### src/rtl/vx_opc_dispatch.sv
// ---------------------------------------------------------------------------
// vx_opc_dispatch
//
// Allocation and dispatch controller for the operand-collector (OPC) slots of
// one issue slice.
//
// Upstream side: each instruction offered by the issue buffer goes to the
// lowest-index FREE slot. The enqueue handshake and slot index feed the OPC
// scheduler.
// Downstream side: every slot is tracked until its register-file reads are
// done. Dependency-free slots are then dispatched round-robin to execute.
//
// Per-slot life cycle:  FREE -> COLLECT -> RDY -> FREE
//
// Optional build macro:
//   VX_OPC_DISPATCH_PERF_EN  adds the perf_alloc_stalls and
//                            perf_dispatch_stalls counter outputs.
//
// Parameters:
//   NUM_OPCS    number of operand-collector slots (>= 1)
//   OPC_WIDTH   slot index width, derived from NUM_OPCS (do not override)
//   PERF_CTR_W  performance counter width (perf build only)
//
// Ports:
//   clk            clock
//   reset          asynchronous, active-low reset
//   in_valid       issue buffer has an instruction
//   in_ready       at least one slot is FREE (independent of in_valid)
//   enqueue_opc    slot allocated to the current enqueue (0 when full)
//   opc_busy       scheduler busy flags; only cross-checked in simulation
//   opc_wait_mask  row i (bits i*NUM_OPCS +: NUM_OPCS) = slots slot i waits on
//   opc_done       one-cycle pulse: slot i finished its register-file reads
//   out_valid      a slot is offered to execute
//   out_ready      execute accepts the offered slot
//   out_opc        offered slot
//   dequeue        out_valid && out_ready
//   dequeue_opc    equal to out_opc
//   perf_alloc_stalls     (perf build) cycles with in_valid && !in_ready
//   perf_dispatch_stalls  (perf build) cycles with a RDY slot but no offer
// ---------------------------------------------------------------------------
module vx_opc_dispatch #(
  parameter int NUM_OPCS  = 4,
  parameter int OPC_WIDTH = (NUM_OPCS > 1) ? $clog2(NUM_OPCS) : 1
`ifdef VX_OPC_DISPATCH_PERF_EN
  ,
  parameter int PERF_CTR_W = 32
`endif
) (
  input  logic                           clk,
  input  logic                           reset,
  input  logic                           in_valid,
  output logic                           in_ready,
  output logic [OPC_WIDTH-1:0]           enqueue_opc,
  input  logic [NUM_OPCS-1:0]            opc_busy,
  input  logic [NUM_OPCS*NUM_OPCS-1:0]   opc_wait_mask,
  input  logic [NUM_OPCS-1:0]            opc_done,
  output logic                           out_valid,
  input  logic                           out_ready,
  output logic [OPC_WIDTH-1:0]           out_opc,
  output logic                           dequeue,
  output logic [OPC_WIDTH-1:0]           dequeue_opc
`ifdef VX_OPC_DISPATCH_PERF_EN
  ,
  output logic [PERF_CTR_W-1:0]          perf_alloc_stalls,
  output logic [PERF_CTR_W-1:0]          perf_dispatch_stalls
`endif
);

  typedef enum logic [1:0] {
    SLOT_FREE    = 2'd0,
    SLOT_COLLECT = 2'd1,
    SLOT_RDY     = 2'd2
  } slot_state_e;

  slot_state_e state      [NUM_OPCS];
  slot_state_e state_next [NUM_OPCS];

  logic [NUM_OPCS-1:0]  slot_free;
  logic [NUM_OPCS-1:0]  slot_rdy;
  logic [NUM_OPCS-1:0]  eligible;
  logic [NUM_OPCS-1:0]  elig_upper;
  logic [OPC_WIDTH-1:0] rr_ptr;
  logic [OPC_WIDTH-1:0] rr_pick;
  logic [OPC_WIDTH-1:0] rr_next;
  logic [OPC_WIDTH-1:0] lock_opc;
  logic                 lock_valid;
  logic                 enq_fire;

  // Index of the lowest set bit; 0 when the vector is empty.
  function automatic logic [OPC_WIDTH-1:0] lowest_set(input logic [NUM_OPCS-1:0] vec);
    logic [OPC_WIDTH-1:0] idx;
    idx = '0;
    for (int i = NUM_OPCS - 1; i >= 0; i--) begin
      idx = vec[i] ? OPC_WIDTH'(i) : idx;
    end
    return idx;
  endfunction

  // Per-slot status vectors derived from the registered slot states.
  always_comb begin
    slot_free  = '0;
    slot_rdy   = '0;
    eligible   = '0;
    elig_upper = '0;
    for (int i = 0; i < NUM_OPCS; i++) begin
      slot_free[i]  = (state[i] == SLOT_FREE);
      slot_rdy[i]   = (state[i] == SLOT_RDY);
      eligible[i]   = slot_rdy[i] &&
                      (opc_wait_mask[i*NUM_OPCS +: NUM_OPCS] == {NUM_OPCS{1'b0}});
      // Eligible slots at or above the round-robin pointer win first; when
      // none exist the search wraps to the lowest eligible slot overall.
      elig_upper[i] = eligible[i] && (OPC_WIDTH'(i) >= rr_ptr);
    end
  end

  // Allocation side: lowest FREE slot, offered regardless of in_valid.
  assign in_ready    = |slot_free;
  assign enqueue_opc = lowest_set(slot_free);
  assign enq_fire    = in_valid && in_ready;

  // Dispatch side. A locked offer holds out_opc steady while execute stalls,
  // so a slot that becomes eligible later can never preempt it.
  assign rr_pick     = (|elig_upper) ? lowest_set(elig_upper) : lowest_set(eligible);
  assign out_valid   = lock_valid || (|eligible);
  assign out_opc     = lock_valid ? lock_opc : rr_pick;
  assign dequeue     = out_valid && out_ready;
  assign dequeue_opc = out_opc;

  // Pointer moves to the slot after the one just dispatched, wrapping at NUM_OPCS.
  assign rr_next = (dequeue_opc == OPC_WIDTH'(NUM_OPCS - 1)) ?
                   {OPC_WIDTH{1'b0}} : (dequeue_opc + OPC_WIDTH'(1));

  // Per-slot next-state logic. A slot can only be allocated while FREE and
  // only be dequeued while RDY, so both can never hit one slot in one cycle.
  always_comb begin
    for (int i = 0; i < NUM_OPCS; i++) begin
      state_next[i] = state[i];
      case (state[i])
        SLOT_FREE: begin
          if (enq_fire && (enqueue_opc == OPC_WIDTH'(i))) begin
            state_next[i] = SLOT_COLLECT;
          end else begin
            state_next[i] = SLOT_FREE;
          end
        end
        SLOT_COLLECT: begin
          if (opc_done[i]) begin
            state_next[i] = SLOT_RDY;
          end else begin
            state_next[i] = SLOT_COLLECT;
          end
        end
        SLOT_RDY: begin
          if (dequeue && (dequeue_opc == OPC_WIDTH'(i))) begin
            state_next[i] = SLOT_FREE;
          end else begin
            state_next[i] = SLOT_RDY;
          end
        end
        default: begin
          state_next[i] = SLOT_FREE;
        end
      endcase
    end
  end

  // Slot state registers; reset drops every in-flight slot at once.
  always_ff @(posedge clk or negedge reset) begin
    if (!reset) begin
      for (int i = 0; i < NUM_OPCS; i++) begin
        state[i] <= SLOT_FREE;
      end
    end else begin
      for (int i = 0; i < NUM_OPCS; i++) begin
        state[i] <= state_next[i];
      end
    end
  end

  // Round-robin pointer and offer lock. The lock is taken on the first cycle
  // an offer is stalled and released when that offer is accepted.
  always_ff @(posedge clk or negedge reset) begin
    if (!reset) begin
      rr_ptr     <= '0;
      lock_valid <= 1'b0;
      lock_opc   <= '0;
    end else if (dequeue) begin
      rr_ptr     <= rr_next;
      lock_valid <= 1'b0;
    end else if (out_valid && !lock_valid) begin
      lock_valid <= 1'b1;
      lock_opc   <= rr_pick;
    end
  end

`ifdef VX_OPC_DISPATCH_PERF_EN
  // Stall counters; both wrap naturally at their width.
  always_ff @(posedge clk or negedge reset) begin
    if (!reset) begin
      perf_alloc_stalls    <= '0;
      perf_dispatch_stalls <= '0;
    end else begin
      if (in_valid && !in_ready) begin
        perf_alloc_stalls <= perf_alloc_stalls + PERF_CTR_W'(1);
      end
      // A RDY slot with nothing offered means every RDY slot is blocked by a dependency.
      if ((|slot_rdy) && !out_valid) begin
        perf_dispatch_stalls <= perf_dispatch_stalls + PERF_CTR_W'(1);
      end
    end
  end
`endif

`ifndef SYNTHESIS
  // The scheduler's busy flags must mirror the slot occupancy.
  a_busy_tracks_state: assert property (
    @(posedge clk) disable iff (!reset) (opc_busy == ~slot_free));

  // A register-file completion can only belong to an occupied slot.
  a_done_not_free: assert property (
    @(posedge clk) disable iff (!reset) ((opc_done & slot_free) == {NUM_OPCS{1'b0}}));
`endif

endmodule

### config.mk
export PLATFORM = sky130hd
export DESIGN_NAME = vx_opc_dispatch
export DESIGN_NICKNAME = d
export VERILOG_FILES = /design/src/rtl/vx_opc_dispatch.sv
export SDC_FILE = /design/constraint.sdc
export NUM_CORES = 1
export LEC_CHECK = 0
export ABC_AREA = 1
export CAP_MARGIN = 0
export CORE_MARGIN = 4
export CORE_UTILIZATION = 45
export DETAILED_ROUTE_END_ITERATION = 8
export PLACE_DENSITY = 0.83
export SLEW_MARGIN = 20
export SYNTH_ARGS = -nofsm -noshare
export SYNTH_HDL_FRONTEND = slang
export SYNTH_SLANG_ARGS = --single-unit
### constraint.sdc
create_clock -name clk -period 3.75 [get_ports clk]
set_clock_uncertainty 0.2 [all_clocks]
set_input_delay 1.125 -clock clk [delete_from_list [all_inputs] [get_ports clk]]
set_output_delay 1.125 -clock clk [all_outputs]
set_load 0.05 [all_outputs]
==> summary.md, run 1 <==
| Metric | Value |
|---|---|
| R2R depth | 14 |
| Setup_tns | 0 ns |
| RSZ-0062 raised after global routing | no |
| Largest net degree at the start of global routing | 14 |
| Top post-synthesis cells by area | dfrtp_1, nand2_1, nor2_1 |
| Biggest area consumer among synthesized cells | dfrtp_1 |
| Placed cell area | 0.00135 mm^2 |
| Chip width | 52.7 um |
| Seq/Total Area, Yosys | 0.362 |
| TritonRoute pass-1 iters | 4 |
| Cts bufs inserted | 3 |
| Number of synthesized flops with an enable pin | 0 |
| Most common library cells after synthesis | nand2_1, nor2_1, dfrtp_1, nand3_1, inv_1 |
| Initial antenna violation count | 0 |
| Area of the multi-input gates | 551 um^2 |
| Post-Syn Instances | 126 |
| Sink Count | 13 |
| CTS tree | built |
| Largest family of logic cells by synthesized area | simple AND/OR/NAND/NOR gates |
| Port Buffers | 32 |
| Setup crit start | opc_wait_mask[12] |
| Mapped cell area | 898 um^2 |
| Synth warn | 0 |
| Yosys top cell area share | 0.362 |
| Core area | 0.00180 mm^2 |
| Hpwl dp | 1980 um |
| Final Hold Vio Count | 0 |
| R2R Path End | state[1] |
| Run status | finished, final reports clean |
| Remaining DRCs | 0 |
| Post-Synth XOR/XNOR Area | 0 |
| Gr usage total | 0.201 |
| Setup violators final | 0 |
| CP Launch Type | input pin |
| CP Class | in2out |
| Power per cell area | 570 mW/mm^2 |
| DR iter-0 viols | 13 |
| Row cnt | 15 |
| Max-slew violation count | 0 |
| Layout Nets | 200 |
| Number of I/O pins | 37 |
| Crit. End Element | primary output |
| Avg Vias per Cell | 4.98 |
| Layout cells sized above 1 | 0.308 |
| Grt total ovfl | 0 |
| Root buffer cell | clkbuf_4 |
| Most used DFF post-synth | dfrtp_1 |
| Critical path peak fanout | 3 |
| Worst r2r src | state[2] |
| Design area | 0.00147 mm^2 |
| Vias in the first global route | 1007 |
| Ys async rst share | 1.00 |
| Die outline area | 0.00278 mm^2 |
| Mux cell area share after synthesis | 0 |
| CTS Buffer Depth | 2 |
| Clock latency on the worst-skew pair | 0.28 ns |
| Layout area overhead | 63.4% |
| H-tree Lvls | 1 |
| Final WL | 2510 um |
| DRT antenna net count | 0 |
| Max VDD drop | 0.000482 V |
| Hold Buf Count CTS | 0 |
| Vias | 967 |
| Flops & latches, synth | 13 |
| Hold Crit Class | reg2reg |
| Actual slew at the worst max-slew pin | 0.582 ns |
| Number of fill cells | 115 |
| Clock-pin slew on the worst setup and hold paths | 0.09 ns |
| Die extent in y | 52.7 um |
| Ant diodes | 0 |
| CP Data Arrival Time | 2.35 ns |
| Total power draw | 836 uW |
| Synth Area per Inst | 7.13 um^2 |
| First-pass GRT wire length | 4080 um |
| Final period utilization | 0.980 |
| Syn nets | 156 |
| Post-synthesis simple-gate area fraction | 0.451 |
| Peak Freq | 272 MHz |
| Max-cap violations | 0 |
| Reg2reg setup slack | 1.61 ns |
| Most frequent cell after synthesis | nand2_1 |
| Rel. slew slack | 0.611 |
| Gpl congestion | 0.823 |
| Worst setup path end | dequeue_opc[0] |
| FF+latch area | 325 um^2 |
| Post-Synth Adder-Cell Area | 0.0279 |
| Routed length per instance | 12.9 um |
| Critical Path RT | 2.42 ns |
| Synth Area in Compound Gates | 0.0752 |
| Starting Density | 0.499 |
| Distinct cells, synth | 21 |
| Final min period | 3.67 ns |
| Leak Pwr | 0.000774 uW |
sequential cells by signal, summed over array words and instances (netlist names):
register,flops
lock_valid,1
rr_ptr,2
lock_opc,2
state,8
area by class of cell:
type	instances	area share
repair buffers	41	0.321
multi-input cells	95	0.375
flip-flops and latches	13	0.222
clock inverters	1	0.00341
clock buffers	3	0.0153
inverters	16	0.0426
well taps	25	0.0213
power by group:
part / leakage (uW) / internal [uW] / total (uW) / switching (uW)
clock network: 0.0000177 / 39.7 / 90.6 / 51.0
registers: 0.000167 / 197 / 253 / 55.5
logic: 0.000589 / 193 / 493 / 300
routing by layer:
layer  GRT usage  part of all wire  wire length, um  vias to the layer above
li1            -                 -                -                      490
met1       0.226              0.41             1020                      444
met2       0.353              0.51             1280                       29
met3      0.0513             0.071              179                        4
met4      0.0851             0.010               26                        0
met5           0                 0                0                        -
cell usage in the layout, fill, tap and decap left out, drive strengths merged, types with 2 or more instances in the layout:
| master | count |
|---|---|
| ha | 2 |
| clkdlybuf4s50 | 11 |
| buf | 15 |
| nand4 | 4 |
| nor3 | 3 |
| nand3 | 16 |
| clkbuf | 3 |
| inv | 16 |
| o21ai | 7 |
| nand2 | 30 |
| dfrtp | 13 |
| dlymetal6s2s | 11 |
| a21oi | 3 |
| nor2 | 27 |
| dlygate4sd2 | 4 |
cell families (layout without fill, tap and decap cells):
kind of cell	after synthesis	in the layout
and+or+nand+nor	82	82
adders and majority gates	2	2
buffers and inverters	18	61
DFF	13	13
AOI/OAI and AO/OA	11	11
timing repair:
item,CTS,global route
buffers inserted,2,0
gates resized for setup,15,19
pin swaps,13,16
endpoints found under the setup margin,5,5
worst max-delay path, stage by stage:
cell and delay (ns):
clkdlybuf4s50_1 0.41, nor2_2 0.10, nand3_2 0.09, inv_2 0.07, nand2_1 0.05, nand2_1 0.07, nand2_2 0.07, nand3_2 0.07
nand2_2 0.07, inv_4 0.08, buf_12 0.13
stage by stage:
stage	instances	setup WS [ns]	util	hold slack [ns]
final	194	0.0759	0.815	0.329
after global routing	194	0.00803	0.815	0.388
after CTS	194	0.00832	0.785	0.333
after detailed placement	188	-0.158	0.748	0.311
after global placement	188	-0.0847	0.748	0.294
after floorplan	126	0.0485	-	0.270
worst min-delay path by stage:
stage	start	to	slack (ns)	cells after the start
floorplan	rr_ptr[0]	rr_ptr[0]	0.27	2
global placement	rr_ptr[0]	rr_ptr[0]	0.29	2
detailed placement	rr_ptr[0]	rr_ptr[0]	0.31	2
CTS	rr_ptr[0]	rr_ptr[0]	0.33	2
global route	rr_ptr[0]	rr_ptr[0]	0.39	2
finish	rr_ptr[0]	rr_ptr[0]	0.33	2
(Power assumes the default switching activity.)
==> run 2, diff against run 1 <==
Settings changed: CELL_PAD_IN_SITES_DETAIL_PLACEMENT from default to 1, CELL_PAD_IN_SITES_GLOBAL_PLACEMENT from default to 2, CORE_UTILIZATION 45 to 23, PLACE_DENSITY 0.83 to default, PLACE_DENSITY_LB_ADDON from default to 0.1.
==> summary.md, run 2 (same netlist as run 1, synthesis figures left out) <==
| Metric | Value |
|---|---|
| Final min period | 3.66 ns (-0.0107 ns) |
| Biggest register | state |
| Initial antenna violation count | 0 (unchanged) |
| Highest-count cells in the layout ignoring fill and taps | nand2_1, buf_4, dfrtp_1 |
| Row cnt | 22 (+7) |
| Sink Count | 13 (unchanged) |
| Most common cell after layout, fill and taps aside | nand2_1 |
| Layout cells sized above 1 | 0.379 (+0.0708) |
| Ant diodes | 0 (unchanged) |
| Max VDD drop | 0.000205 V (-58%) |
| Final Hold Vio Count | 0 (unchanged) |
| Critical-path top delay cell | clkdlybuf4s50_1 |
| Setup_tns | 0 ns (unchanged) |
| Peak Freq | 273 MHz (+0.29%) |
| Rel. slew slack | 0.562 (-0.0491) |
| Worst setup path end | out_opc[1] |
| Root buffer cell | clkbuf_8 |
| Max-cap violations | 0 (unchanged) |
| Avg Vias per Cell | 4.38 (-12%) |
| Most used cell, CP | nand3_2 |
| Met2 Track Usage GR | 0.215 (-0.138) |
| Hold Buf Count CTS | 0 (unchanged) |
| Core area | 0.00372 mm^2 (+110%) |
| Number of fill cells | 476 (+310%) |
| Die outline area | 0.00497 mm^2 (+79%) |
| Layout area overhead | 76.2% |
| CP peak stage delay | 0.41 ns (about the same) |
| Final hold slack | 0.318 ns (-0.0109 ns) |
| Clock-pin slew on the worst setup and hold paths | 0.06 ns (-0.03 ns) |
| Vias in the first global route | 1061 (+5.4%) |
| Worst r2r src | state[2] |
| Max-slew violation count | 0 (unchanged) |
| Number of I/O pins | 37 (unchanged) |
| DR iter-0 viols | 15 (+2) |
| Actual slew at the worst max-slew pin | 0.656 ns (+0.0735 ns) |
| Routed length per instance | 12.3 um (-4.4%) |
| Power per cell area | 563 mW/mm^2 (-1.1%) |
| R2R Path End | state[1] |
| Critical Path RT | 2.42 ns (about the same) |
| Area of the multi-input gates | 571 um^2 (+3.6%) |
| Critical path peak fanout | 3 (unchanged) |
| CP Class | in2out |
| Reg power frac | 0.283 (-0.019) |
| Port Buffers | 32 (unchanged) |
| FF+latch area | 325 um^2 (unchanged) |
| First-pass GRT wire length | 4780 um (+17%) |
| Hold Crit Depth | 2 (unchanged) |
| CP Depth | 9 (-2) |
| Max reg flops | 8 (unchanged) |
| Setup crit start | opc_wait_mask[1] |
| Internal power | 479 uW (+11%) |
| Crit. End Element | primary output |
| Gr usage total | 0.123 (-0.0781) |
| TritonRoute pass-1 iters | 2 (-2) |
| Chip width | 70.5 um (+34%) |
| Leak Pwr | 0.000770 uW (-0.52%) |
| GR Layer Usage met1 | 0.141 (-0.0849) |
| Hold Crit Class | reg2reg |
| CTS Buffer Depth | 2 (unchanged) |
| Critical path, cell by cell | clkdlybuf4s50_1 -> nor2_2 -> nand3_2 -> nand3_2 -> nand2_2 -> nand3_2 -> nand2_2 -> buf_6 -> buf_12 |
| Grt total ovfl | 0 (unchanged) |
| Run status | finished, final reports clean |
| Logic gate share of total power | 0.574 (-0.015) |
| Remaining DRCs | 0 (unchanged) |
| Reg2reg setup slack | 1.75 ns (+0.14 ns) |
| NetSw | 413 uW (+1.7%) |
| H-tree Lvls | 1 (unchanged) |
| Met3 usage | 0.0417 (-0.00956) |
| Clock share of power | 0.143 (+0.035) |
| Largest net degree at the start of global routing | 14 (unchanged) |
| Final std cells w/o fill | 225 (+16%) |
| Setup violators final | 0 (unchanged) |
| DRT antenna net count | 0 (unchanged) |
| RSZ-0062 raised after global routing | no |
| Sw frac | 0.463 (-0.0224) |
| CP top delay family | buffers and inverters |
| Top flop regs | state x8, lock_opc x2, rr_ptr x2 |
| Vias | 985 (+1.9%) |
| Layout Nets | 208 (+4.0%) |
| R2R depth | 13 (-1) |
| CTS tree | built |
| Final period utilization | 0.977 (-0.00286) |
| Gpl congestion | 0.802 (-2.6%) |
| CP Data Arrival Time | 2.34 ns (about the same) |
| Die extent in y | 70.5 um (+34%) |
| Final WL | 2780 um (+11%) |
| WP buf/inv | 3 (-1) |
| Placed insts | 216 (+15%) |
| Hpwl dp | 2350 um (+19%) |
| CP Launch Type | input pin |
| Clock latency on the worst-skew pair | 0.24 ns (-0.04 ns) |
| Cts bufs inserted | 3 (unchanged) |
| GRT busiest layer | met2 |
| Starting Density | 0.242 (-0.257) |
-- run 2: changes by cell type in the layout (fill, tap and decap cells not counted), sizes merged --
cell / change
dlygate4sd2: +5
clkbuf: +1
clkinv: -1
clkdlybuf4s50: +1
buf: +8
dlymetal6s2s: -6
-- run 2: cell type report --
type / instances / area share
clock buffer: 4 / 0.0285
inverter: 16 / 0.0411
multi-input combinational: 95 / 0.360
sequential: 13 / 0.206
tap: 48 / 0.0379
timing repair buffer: 49 / 0.326
-- run 2: metal layers --
layer | vias to the layer above | wire length, um
li1 | 507 | -
met1 | 459 | 1120
met2 | 15 | 1510
met3 | 4 | 125
met4 | 0 | 23
met5 | - | 0
-- run 2: timing repair --
action                                  CTS  global route
endpoints found under the setup margin    5             5
pin swaps                                20            17
setup buffers                             4             1
hold endpoints to repair                  0             0
gates resized for setup                  32            12
-- run 2: worst min-delay path by stage --
stage                      to  startpoint  slack (ns)
finish              rr_ptr[0]   rr_ptr[0]        0.32
global route        rr_ptr[0]   rr_ptr[0]        0.37
CTS                 rr_ptr[0]   rr_ptr[0]        0.32
detailed placement  rr_ptr[0]   rr_ptr[0]        0.31
global placement    rr_ptr[0]   rr_ptr[0]        0.30
floorplan           rr_ptr[0]   rr_ptr[0]        0.27
-- run 2: worst register-to-register path: cells and delay by family, from the launching register on --
kind | cells | cell delay [ns]
flip-flops | 1 | 0.43
AND/OR/NAND/NOR | 8 | 0.75
adder cells (fa/ha/maj) | 1 | 0.13
buffers and inverters | 3 | 0.27
AO/OA/AOI/OAI | 1 | 0.12
-- run 2: power by group through the flow --
stage / combinational, uW / clock (uW) / sequential (uW)
floorplan: 314 / 0 / 245
global placement: 488 / 0 / 253
detailed placement: 499 / 0 / 256
CTS: 516 / 135 / 253
global route: 561 / 146 / 264
finish: 512 / 128 / 252
-- run 2: stage by stage --
stage / setup WS [ns] / utilization / total power, uW / instance area, um^2
2_1_floorplan: 0.0485 / - / 559 / 898
3_3_place_gp: -0.159 / 0.380 / 740 / 1410
3_5_place_dp: -0.217 / 0.380 / 755 / 1410
4_1_cts: 0.000412 / 0.416 / 905 / 1550
5_1_grt: 0.00676 / 0.426 / 971 / 1580
6_report: 0.0866 / 0.426 / 891 / 1580
==> run 3, diff against run 2 <==
Settings changed: MAX_ROUTING_LAYER from default to met4.
==> summary.md, run 3 (same netlist as run 1, synthesis figures left out) <==
| Metric | Value |
|---|---|
| Actual slew at the worst max-slew pin | 0.655 ns (-0.000714 ns) |
| Final Hold Vio Count | 0 (unchanged) |
| Core area | 0.00372 mm^2 (unchanged) |
| Final period utilization | 0.977 (about the same) |
| R2R depth | 13 (unchanged) |
| Rel. slew slack | 0.562 (about the same) |
| Grt total ovfl | 0 (unchanged) |
| H-tree Lvls | 1 (unchanged) |
| Max-slew violation count | 0 (unchanged) |
| Place WS | -0.217 ns (unchanged) |
| FF+latch area | 325 um^2 (unchanged) |
| Hpwl dp | 2350 um (unchanged) |
| Layout cells sized above 1 | 0.379 (unchanged) |
| Design area | 0.00158 mm^2 (unchanged) |
| First-pass GRT wire length | 4780 um (unchanged) |
| Peak Freq | 273 MHz (about the same) |
| Hold endpoint | rr_ptr[0] |
| CP Depth | 9 (unchanged) |
| Final WL | 2780 um (about the same) |
| TritonRoute pass-1 iters | 2 (unchanged) |
| Routed length per instance | 12.3 um (about the same) |
| Row cnt | 22 (unchanged) |
| Layout area overhead | 76.2% (unchanged) |
| Clock-pin slew on the worst setup and hold paths | 0.06 ns (about the same) |
| Total power draw | 891 uW (about the same) |
| CTS Buffer Depth | 2 (unchanged) |
| Max VDD drop | 0.000205 V (about the same) |
| Remaining DRCs | 0 (unchanged) |
| Critical path, cell by cell | clkdlybuf4s50_1 -> nor2_2 -> nand3_2 -> nand3_2 -> nand2_2 -> nand3_2 -> nand2_2 -> buf_6 -> buf_12 |
| DRT antenna net count | 0 (unchanged) |
| Initial antenna violation count | 0 (unchanged) |
| Critical path peak fanout | 3 (unchanged) |
| Clock latency on the worst-skew pair | 0.24 ns (about the same) |
| CP top delay family | buffers and inverters |
| Vias in the first global route | 1061 (unchanged) |
| Biggest register | state |
| CP peak stage delay | 0.41 ns (about the same) |
| Hold Crit Class | reg2reg |
| Max reg flops | 8 (unchanged) |
| Critical Path RT | 2.42 ns (about the same) |
| Sink Count | 13 (unchanged) |
| Placed cell area | 0.00141 mm^2 (unchanged) |
| Chip width | 70.5 um (unchanged) |
| Gpl congestion | 0.813 (+1.4%) |
| Layout Nets | 208 (unchanged) |
| Largest net degree at the start of global routing | 14 (unchanged) |
| Area of the multi-input gates | 571 um^2 (unchanged) |
| Top flop regs | state x8, lock_opc x2, rr_ptr x2 |
| GRT busiest layer | met2 |
| Die extent in y | 70.5 um (unchanged) |
| CTS tree | built |
| Hold Buf Count CTS | 0 (unchanged) |
| Die outline area | 0.00497 mm^2 (unchanged) |
| Reg2reg setup slack | 1.75 ns (about the same) |
| Power per cell area | 563 mW/mm^2 (about the same) |
| Highest-count cells in the layout ignoring fill and taps | nand2_1, buf_4, dfrtp_1 |
| Root buffer cell | clkbuf_8 |
| Final hold slack | 0.318 ns (+0.0000420 ns) |
| Setup_tns | 0 ns (unchanged) |
| R2R Path End | state[1] |
| Port Buffers | 32 (unchanged) |
| Met2 Track Usage GR | 0.215 (unchanged) |
| Crit. End Element | primary output |
| CP Data Arrival Time | 2.34 ns (about the same) |
| GR Layer Usage met1 | 0.143 (+0.00173) |
| WP buf/inv | 3 (unchanged) |
| Ant diodes | 0 (unchanged) |
| Cts bufs inserted | 3 (unchanged) |
| Beginning of the worst hold path | rr_ptr[0] |
| CP Launch Type | input pin |
| Gr usage total | 0.126 (+0.00337) |
| Setup violators final | 0 (unchanged) |
| Max-cap violations | 0 (unchanged) |
| Avg Vias per Cell | 4.38 (unchanged) |
| Hold Crit Depth | 2 (unchanged) |
| Met3 usage | 0.0388 (-0.00288) |
| CP Class | in2out |
| Leak Pwr | 0.000770 uW (unchanged) |
| Number of I/O pins | 37 (unchanged) |
| Most common cell after layout, fill and taps aside | nand2_1 |
| DR iter-0 viols | 15 (unchanged) |
| Critical-path top delay cell | clkdlybuf4s50_1 |
| Run status | finished, final reports clean |
| RSZ-0062 raised after global routing | no |
| Number of fill cells | 476 (unchanged) |
| Most used cell, CP | nand3_2 |
| PnR worst setup slack | 0.0871 ns (+0.000464 ns) |
| Final min period | 3.66 ns (-0.000464 ns) |
| Starting Density | 0.242 (unchanged) |
| Worst r2r src | state[2] |
| Vias | 985 (unchanged) |
-- run 3: layout make-up --
| class | instances | share of cell area |
|---|---|---|
| multi-input combinational | 95 | 0.360 |
| sequential | 13 | 0.206 |
| inverter | 16 | 0.0411 |
| clock buffer | 4 | 0.0285 |
| tap | 48 | 0.0379 |
| timing repair buffer | 49 | 0.326 |
-- run 3: worst max-delay path by stage --
stage | start | end | slack, ns
2_1_floorplan | opc_wait_mask[5] | out_opc[0] | 0.05
3_3_place_gp | opc_wait_mask[4] | out_opc[0] | -0.16
3_5_place_dp | opc_wait_mask[4] | dequeue_opc[0] | -0.22
4_1_cts | opc_wait_mask[4] | out_opc[1] | 0.0004
5_1_grt | opc_wait_mask[3] | dequeue_opc[0] | 0.007
6_report | opc_wait_mask[1] | out_opc[1] | 0.09
-- run 3: worst register-to-register path, stage by stage, from the launching register on --
cell and delay, ns:
dfrtp_1 0.43, nor2_4 0.15, nand3_2 0.11, nor2_2 0.13, nor2_2 0.06, nand2_2 0.07, nand3_2 0.07, nand2_2 0.10
buf_6 0.11, buf_4 0.11, ha_1 0.13, inv_1 0.05, o21ai_1 0.12, nand2_1 0.06
-- run 3: metrics by stage --
step	cells	util
global placement	216	0.380
global route	225	0.426
CTS	224	0.416
floorplan	126	-
detailed placement	216	0.380
finish	225	0.426
-- run 3: timing repair --
| item | in CTS | in global routing |
|---|---|---|
| buffers inserted | 4 | 1 |
| pin swaps | 20 | 17 |
| setup endpoints to repair | 5 | 5 |
| gates resized for setup | 32 | 12 |
-- run 3: power by group --
part / total, uW / internal, uW / leakage, uW / switching [uW]
Sequential: 252 / 198 / 0.000167 / 54.1
Combinational: 512 / 206 / 0.000580 / 306
Clock: 128 / 75.1 / 0.0000228 / 52.7
-- run 3: routing by layer --
metal | part of all wire | up-vias
met1 | 0.41 | 459
met3 | 0.040 | 4
li1 | - | 507
met2 | 0.54 | 15
met4 | 0.0083 | 0
met5 | 0 | -
